[config.mk]
export PLATFORM = sky130hd
export DESIGN_NAME = and_nand_xnor_gates
export DESIGN_NICKNAME = d
export VERILOG_FILES = /design/src/rtl/and_nand_xnor_gates.sv
export SDC_FILE = /design/constraint.sdc
export NUM_CORES = 1
export LEC_CHECK = 0
export BUFFER_PORTS_ARGS = -buffer_cell sky130_fd_sc_hd__buf_4
export CORE_AREA = 2 2 39 41
export DETAILED_ROUTE_END_ITERATION = 10
export DIE_AREA = 0 0 41 43
export PLACE_DENSITY_LB_ADDON = 0.25
export SYNTH_ARGS = -nofsm -noshare
export SYNTH_HDL_FRONTEND = slang
export SYNTH_HIERARCHICAL = 1
export SYNTH_SLANG_ARGS = --single-unit
[constraint.sdc]
create_clock -name clk -period 1.7 [get_ports clk]
set_input_delay 0.34 -clock clk [delete_from_list [all_inputs] [get_ports clk]]
set_output_delay 0.34 -clock clk [all_outputs]
set_load 0.01 [all_outputs]
[src/rtl/and_nand_xnor_gates.sv]
// and_nand_xnor_gates
//   Registered two-operand bitwise logic unit. AND, NAND and XNOR of two
//   WIDTH-bit operands are computed per bit and loaded into output registers
//   on a rising clk edge with in_valid=1. Results hold when in_valid=0.
//
// Parameters
//   WIDTH      operand/result width, 1..64 (default 1)
//
// Ports
//   clk        clock, rising edge
//   rst        asynchronous active-high reset; clears every output
//   in_valid   A/B valid this cycle; loads the result registers
//   A, B       operands
//   Y_and      registered A & B
//   Y_nand     registered ~(A & B)
//   Y_xnor     registered ~(A ^ B)
//   out_valid  result registers were loaded on the previous edge
//   and_any    registered |(A & B)   (status)
//   eq         registered &~(A ^ B)  (status, i.e. A == B)
//
// Configuration
//   GATES_STATUS_EN  when defined, and_any/eq are registered reductions;
//                    when undefined, they are tied to 0 and no reduction
//                    logic is built.

// Single bit position: the three gates, purely combinational.
module and_nand_xnor_lane (
  input  logic a,
  input  logic b,
  output logic y_and,
  output logic y_nand,
  output logic y_xnor
);
  assign y_and  = a & b;
  assign y_nand = ~(a & b);
  assign y_xnor = ~(a ^ b);
endmodule

module and_nand_xnor_gates #(
  parameter int WIDTH = 1
) (
  input  logic             clk,
  input  logic             rst,
  input  logic             in_valid,
  input  logic [WIDTH-1:0] A,
  input  logic [WIDTH-1:0] B,
  output logic [WIDTH-1:0] Y_and,
  output logic [WIDTH-1:0] Y_nand,
  output logic [WIDTH-1:0] Y_xnor,
  output logic             out_valid,
  output logic             and_any,
  output logic             eq
);

  logic [WIDTH-1:0] lane_and, lane_nand, lane_xnor;

  for (genvar g = 0; g < WIDTH; g++) begin : g_lane
    and_nand_xnor_lane u_lane (
      .a      (A[g]),
      .b      (B[g]),
      .y_and  (lane_and[g]),
      .y_nand (lane_nand[g]),
      .y_xnor (lane_xnor[g])
    );
  end

  logic [WIDTH-1:0] y_and_d,  y_and_q;
  logic [WIDTH-1:0] y_nand_d, y_nand_q;
  logic [WIDTH-1:0] y_xnor_d, y_xnor_q;
  logic             out_valid_d, out_valid_q;

  always_comb begin
    y_and_d     = y_and_q;
    y_nand_d    = y_nand_q;
    y_xnor_d    = y_xnor_q;
    out_valid_d = in_valid;
    if (in_valid) begin
      y_and_d  = lane_and;
      y_nand_d = lane_nand;
      y_xnor_d = lane_xnor;
    end
  end

  // Y_nand resets to 0 too, so it is not ~Y_and while in reset.
  always_ff @(posedge clk or posedge rst) begin
    if (rst) begin
      y_and_q     <= '0;
      y_nand_q    <= '0;
      y_xnor_q    <= '0;
      out_valid_q <= 1'b0;
    end else begin
      y_and_q     <= y_and_d;
      y_nand_q    <= y_nand_d;
      y_xnor_q    <= y_xnor_d;
      out_valid_q <= out_valid_d;
    end
  end

  assign Y_and     = y_and_q;
  assign Y_nand    = y_nand_q;
  assign Y_xnor    = y_xnor_q;
  assign out_valid = out_valid_q;

`ifdef GATES_STATUS_EN
  logic and_any_d, and_any_q;
  logic eq_d, eq_q;

  // Reductions taken from the lane outputs so they match the loaded vectors.
  always_comb begin
    and_any_d = and_any_q;
    eq_d      = eq_q;
    if (in_valid) begin
      and_any_d = |lane_and;
      eq_d      = &lane_xnor;
    end
  end

  always_ff @(posedge clk or posedge rst) begin
    if (rst) begin
      and_any_q <= 1'b0;
      eq_q      <= 1'b0;
    end else begin
      and_any_q <= and_any_d;
      eq_q      <= eq_d;
    end
  end

  assign and_any = and_any_q;
  assign eq      = eq_q;
`else
  assign and_any = 1'b0;
  assign eq      = 1'b0;
`endif

endmodule

# Word-level counts from Yosys, hierarchy flattened
# Cells that the tools add are included.
# Widths: inputs -> output; s select.
word_totals:
  latchBits: 0
  n_memories: 0
  word_cells: 8
  in_bits: 5
  register_bits: 4
  ramBits: 0
  mem_bits_ro: 0
classes:
  add_sub_neg: 0
  shifts: 0
  n_lt_le_gt_ge: 0
  bitwise_logic: 4
  n_eq_ne: 0
  n_mul: 0
  reduce_logical: 0
  div_mod_pow: 0
  muxes: 0
ops:
  columns: ["cell", "count"]
  rows:
  - ["$not 1->1", 2]
  - ["$and 1x1->1", 1]
  - ["$xor 1x1->1", 1]

# Longest topological paths before layout
# Gate-level depths: netlist of the first run.
logic_depth:
  word_depth: 2
  ltp_mapped: 3
  depth_no_buf: 3

# Modules after synthesis
# The synthesis of the first run kept the hierarchy.
modules_own_cells:
  columns: ["module", "area_each_um2", "n_inst", "cells_each"]
  rows:
  - ["and_nand_xnor_gates", 156.4, 1, 11]
  - ["and_nand_xnor_lane", 32.5, 1, 4]

# Least setup slack after synthesis of the first run
# Ideal clock, no wire load.
synth_path:
  path_type: "input -> register"
  from: "in A"
  to: "reg y_xnor_q, in the netlist Y_xnor"
  setup_time_ns: 0.125
  stages: 3
  slack_ns: 0.716
  t_arrival_ns: 0.859
  cell_sequence: "ha_1 inv_1 mux2_2"
synth_between:
  elab_chain_cells: 2
synth_rtl:
  columns: ["item", "line_no", "text"]
  rows:
  - ["from (decl)", "45", "input logic [WIDTH-1:0] A,"]
  - ["$xor 1x1->1", "36", "assign y_xnor = ~(a ^ b);"]
  - ["$not 1->1", "36", null]
  - ["via lane_xnor", "55", "logic [WIDTH-1:0] lane_and, lane_nand, lane_xnor;"]
  - ["to (signal assigned)", "94", "y_xnor_q <= y_xnor_d;"]
  - ["to (decl)", "69", "logic [WIDTH-1:0] y_xnor_d, y_xnor_q;"]
# The timed path passes the listed nets, and every way through them passes these cells.
# A chain may end at the register's enable or synchronous reset.

# Worst setup path in the final report of the first run
layout_path:
  from: "reg y_xnor_q, in the netlist Y_xnor"
  to: "out Y_xnor"
layout_rtl:
  columns: ["item", "line_no", "text"]
  rows:
  - ["to (decl)", "49", "output logic [WIDTH-1:0] Y_xnor,"]
# No word-level cell between the ends.

==> summary.md, run 1 <==
| Metric | Value |
|---|---|
| Outcome | `finished clean` |
| Die Area | `0.001763 sq mm` |
| Worst Path Max Fanout | `2` |
| CTS Sinks | `4` |
| Root buf cell | `clkbuf_4` |
| H-Tree Depth | `1` |
| Max-cap violations | `0` |
| Via count | `125` |
| Final hold violations | `0` |
| IO buf count | `8` |
| Clock Pin Slew Worst Setup and Hold Paths | `0.04 ns` |
| Drt drc | `0` |
| CTS tree | `done` |
| Maximum VDD drop | `0.0002232 V` |
| Initial antenna violation count | `0` |
| Vias in the first global route | `130` |
| Unrepaired setup endpoints after global routing | `no` |
| Delay-heaviest family, CP | `flip-flops` |
| Clock Skews | `0 ns` |
| Synthesis Warnings | `6` |
| Routed WL per cell | `7.548 um` |
| Seq cells post-synth | `4` |
| Clock Latency Late Sink | `~0.23 ns` |
| Mapped Cells | `15` |
| Total Negative Setup Slacks | `0 ns` |
| Count of pins over their slew limit | `0` |
| Final net count | `35` |
| CP required | `1.36 ns` |
| First drt pass iteration count | `2` |
| Area of the mapped netlist | `188.9 sq um` |
| Overall power | `270.2 uW` |
| Period utilization | `64.00%` |
| All-Layer GR Usage | `4.945%` |
| Startpoint types | `flip-flop` |
| Gpl congestion | `around 0.49` |
| Die X | `roughly 40 um` |
| Fin crit period | `1.088 ns` |
| Via/cell ratio | `approximately 3` |
| Setup crit end kind | `output port` |
| Share of cells above drive strength 1 | `53.85%` |
| P_leak | `around 0.15 nW` |
| Largest net degree at the start of global routing | `5` |
| Syn_area_per_cell | `about 13 sq um` |
| PD cells | `931.0 mW/mm^2` |
| Antenna diode count | `0` |
| Worst Hold Class | `in -> reg` |
| # fillers | `162` |
| Initial Util | `13.65%` |
| Sequential share of the synthesized area | `52.98%` |
| I/O pins | `11` |
| CP max-delay cell | `dfrtp_1` |
| Setup violations, final | `0` |
| CP max stage delay | `about 0.37 ns` |
| CP bufs+invs | `1` |
| GR Overflow Total | `0` |
| Cts bufs inserted | `3` |
| FP Rows | `14` |
| P&R area growth vs syn | `53.64%` |
| Arr. time, crit path | `~0.75 ns` |
| Achievable clock frequency | `919.2 MHz` |
| Post-route ant nets | `0` |
| Clk buf depth | `2` |
| DRT iter0 DRCs | `1` |
| Core area | `about 0.0014 sq mm` |
| Routed Wire Length | `317 um` |
| Die height | `approximately 43 um` |
| First-pass GRT wire length | `489 um` |
| WS Path Type | `reg -> out` |
| Critical-path cell list | `buf_4` |
| Cell variety after synth | `6` |
| PostCTS Resize Cnt | `0` |
report_power, final:
| group | leakage (nW) | internal (mW) | switching [mW] |
|---|---|---|---|
| clock | 0.0138 | 0.0788 | 0.0367 |
| combinational | 0.0899 | 0.0268 | 0.0187 |
| sequential | 0.0466 | 0.105 | 0.00442 |
worst paths after layout:
kind                              to  slack [ns]  startpoint  depth (start not counted)
setup / recovery              Y_xnor        0.61      Y_xnor                          1
hold reg to reg                Y_and        0.51       Y_and                          1
hold / removal             out_valid        0.26    in_valid                          1
max in group asynchronous     Y_nand        1.01         rst                          3
min in group asynchronous      Y_and        0.55         rst                          3
setup reg to reg              Y_nand        0.95      Y_nand                          1
state kept, by name, summed over array words and instances (netlist names):
| signal | flops |
|---|---|
| Y_and | 1 |
| Y_nand | 1 |
| Y_xnor | 1 |
| out_valid | 1 |
cell type report:
type                    count  area [sq um]  area share, %
inverters                   3         11.26          3.879
flip-flops and latches      4         100.1          34.48
clock buffers               3         22.52          7.759
multi-input cells           7         66.31          22.84
well taps                  16         20.02          6.897
repair buffers              9         70.07          24.14
what timing repair did:
action                                 CTS  global route
endpoints found under the hold margin    4             0
buffers inserted                         0             0
hold buffers                             1             0
synthesized netlist by cell type:
cell     number  area [sq um]
buf_4         2         15.01
conb_1        1         3.750
dfrtp_1       4         100.1
ha_1          2         25.02
inv_1         3         11.26
mux2_2        3         33.78
per-stage QoR:
step	setup slack, ns	instance area (sq um)	util [%]	hold WS [ns]	cells
6_report	0.6121	290.3	20.98	0.2554	42
5_1_grt	0.5813	290.3	20.98	0.2555	42
4_1_cts	0.6036	290.3	20.98	0.2506	42
3_5_place_dp	0.5728	257.7	18.63	0.2368	38
3_3_place_gp	0.5717	257.7	18.63	0.2336	38
2_1_floorplan	0.7165	192.7	-	0.1061	16
metal layers:
layer | vias to the layer above | part of all wire (%) | wire (um) | track usage, %
li1 | 63 | - | - | -
met1 | 55 | 42 | 134 | 4.902
met2 | 7 | 41 | 131 | 5.000
met3 | 0 | 16 | 51 | 4.712
met4 | 0 | 0 | 0 | 6.000
met5 | - | 0 | 0 | 0
layout by cell type (no fill, tap or decap), drive strengths merged:
master,count
buf,8
clkbuf,3
conb,2
dfrtp,4
dlygate4sd3,1
ha,2
inv,3
mux2,3
kinds of logic (layout without fill, tap and decap cells):
logic type,count (synthesis),count (layout),share of synthesized area (%)
muxes,3,3,17.88
DFF,4,4,52.98
adders and majority gates,2,2,13.24
buffers and inverters,5,15,13.90
other,1,2,1.985
Note: power is estimated with default switching activity, not from simulation.
==> inputs of run 2 (changes only) <==
- ABC_AREA: unset -> 1
- clock period: 1.7 -> 1 ns (I/O delays scaled with it)
==> summary.md, run 2 <==
| Metric | Value |
|---|---|
| FP Rows | `14` |
| Antenna diode count | `0` |
| Post-synthesis xor/xnor area fraction | `0%` |
| Cts bufs inserted | `3` |
| CP bufs+invs | `1` |
| CP required | `about 0.8 ns` |
| Commonest non-fill, non-tap cell in the layout | `nand2_1` |
| Reg2reg end | `Y_xnor` |
| Post-synth ARST share | `100.0%` |
| Initial Util | `13.92%` |
| Final hold violations | `0` |
| Synthesis Warnings | `6` |
| CP max-delay cell | `dfrtp_1` |
| Die Area | `~0.0018 sq mm` |
| Initial antenna violation count | `0` |
| Outcome | `finished clean` |
| Period utilization | `94.60%` |
| Fin Hold WS | `0.1140 ns` |
| CP max stage delay | `0.37 ns` |
| Startpoint types | `flip-flop` |
| Post-synth EDFFs | `0` |
| Final net count | `42` |
| I/O pins | `11` |
| Simple-Gate Fraction of Synth Area | `17.53%` |
| Count of pins over their slew limit | `0` |
| Clock Latency Late Sink | `0.23 ns` |
| Achievable clock frequency | `about 1100 MHz` |
| Main synth FF type | `dfrtp_1` |
| Fin crit period | `0.9460 ns` |
| Worst Path Max Fanout | `2` |
| Total Negative Setup Slacks | `0 ns` |
| Post-Synth Adder-Cell Area | `12.99%` |
| Area of the mapped netlist | `192.7 sq um` |
| Overall power | `about 450 uW` |
| Count leader, synth | `nand2_1` |
| Post-synth top area share | `roughly 52%` |
| Maximum VDD drop | `around 0.0003 V` |
| WS Path Type | `reg -> out` |
| Root buf cell | `clkbuf_4` |
| Delay-heaviest family, CP | `flip-flops` |
| R2R setup slack | `~0.41 ns` |
| Synth top cells by count | `9 x nand2_1, 4 x dfrtp_1, 3 x inv_1` |
| Hold EP | `out_valid` |
| CTS tree | `done` |
| Mapped Cells | `22` |
| Multiplexer area fraction after synthesis | `0%` |
| Routed WL per cell | `6.612 um` |
| PostCTS Resize Cnt | `0` |
| Hold_sp | `in_valid` |
| Post-DP Area | `261.5 sq um` |
| Main combinational cell family by area after synthesis | `simple AND/OR/NAND/NOR gates` |
| Worst Hold Class | `in -> reg` |
| All-Layer GR Usage | `5.035%` |
| Cell variety after synth | `7` |
| Clock Skews | `0 ns` |
| CTS Sinks | `4` |
| Design area | `294.0 sq um` |
| First drt pass iteration count | `4` |
| DRT iter0 DRCs | `2` |
| First-pass GRT wire length | `510 um` |
| Top cells by area, synth | `dfrtp_1 52%, nand2_1 18%, ha_1 13%` |
| Unrepaired setup endpoints after global routing | `no` |
| Max-cap violations | `0` |
| P_leak | `~0.17 nW` |
| Post-route ant nets | `0` |
| Die height | `43 um` |
| Drt drc | `0` |
| Clk buf depth | `2` |
| Setup crit end kind | `output port` |
| Syn_area_per_cell | `8.758 sq um` |
| Complex-gate fraction of the synthesized area | `0%` |
| Sequential share of the synthesized area | `51.95%` |
| IO buf count | `8` |
| Gpl congestion | `0.6226` |
| Die X | `41 um` |
| GR Overflow Total | `0` |
| R2r startpoint | `Y_xnor` |
| PD cells | `approximately 1500 mW/mm^2` |
| R2R depth | `2` |
| Via count | `between 100 and 150` |
| Setup violations, final | `0` |
| Leading area contributor after synthesis | `dfrtp_1` |
| Hold depth | `1` |
| H-Tree Depth | `1` |
| Core area | `0.001384 sq mm` |
| Share of cells above drive strength 1 | `36.36%` |
| Vias in the first global route | `127` |
| Via/cell ratio | `3.020` |
| Routed Wire Length | `324 um` |
| Seq cells post-synth | `4` |
| Most frequent cells in the layout | `9 x nand2_1, 8 x buf_4, 4 x dfrtp_1, 3 x inv_1, 3 x clkbuf_4` |
| Largest net degree at the start of global routing | `6` |
| Clock Pin Slew Worst Setup and Hold Paths | `0.04 ns` |
| Arr. time, crit path | `0.75 ns` |
| P&R area growth vs syn | `52.60%` |
| Critical-path cell list | `buf_4` |
==> run 2: where the power goes <==
part | internal, mW | total [mW] | switching (mW)
clock network | 0.134 | 0.198 | 0.0639
registers | 0.177 | 0.183 | 0.00661
logic | 0.0382 | 0.0736 | 0.0354
==> run 2: kinds of logic (layout without fill, tap and decap cells) <==
| logic type | Yosys count | after routing |
|---|---|---|
| adders and majority gates | 2 | 2 |
| DFF | 4 | 4 |
| other | 1 | 2 |
| buffers and inverters | 6 | 16 |
| and+or+nand+nor | 9 | 9 |
==> run 2: cell type report <==
type	instances	area [sq um]
Clock buffer	3	22.52
Fill cell	150	1090
Inverter	4	15.01
Multi-Input combinational cell	13	66.31
Sequential cell	4	100.1
Tap cell	16	20.02
Timing Repair Buffer	9	70.07
==> run 2: layer usage <==
| metal | track usage [%] | vias to the layer above | wire length, um |
|---|---|---|---|
| met5 | 0 | - | 0 |
| met4 | 8.000 | 0 | 0 |
| met3 | 3.141 | 0 | 56 |
| met2 | 4.375 | 11 | 111 |
| met1 | 5.844 | 56 | 156 |
| li1 | - | 81 | - |
==> run 2: worst max path at each step <==
| stage | from | to | cells past startpoint |
|---|---|---|---|
| after floorplan | A | Y_xnor | 4 |
| after global placement | A | Y_xnor | 5 |
| after detailed placement | A | Y_xnor | 5 |
| after CTS | Y_xnor | Y_xnor | 1 |
| after global routing | Y_xnor | Y_xnor | 1 |
| final | Y_xnor | Y_xnor | 1 |
==> run 2: through the flow <==
step	cells	setup slack, ns	util [%]
finish	49	0.05404	21.25
global route	49	0.004550	21.25
CTS	49	0.03313	21.25
detailed placement	45	0.1662	18.90
global placement	45	0.1666	18.90
floorplan	23	0.3214	-
==> run 2: timing repair <==
action | in CTS | in global routing
buffers inserted | 0 | 0
endpoints found under the hold margin | 4 | 0
hold buffers | 1 | 0
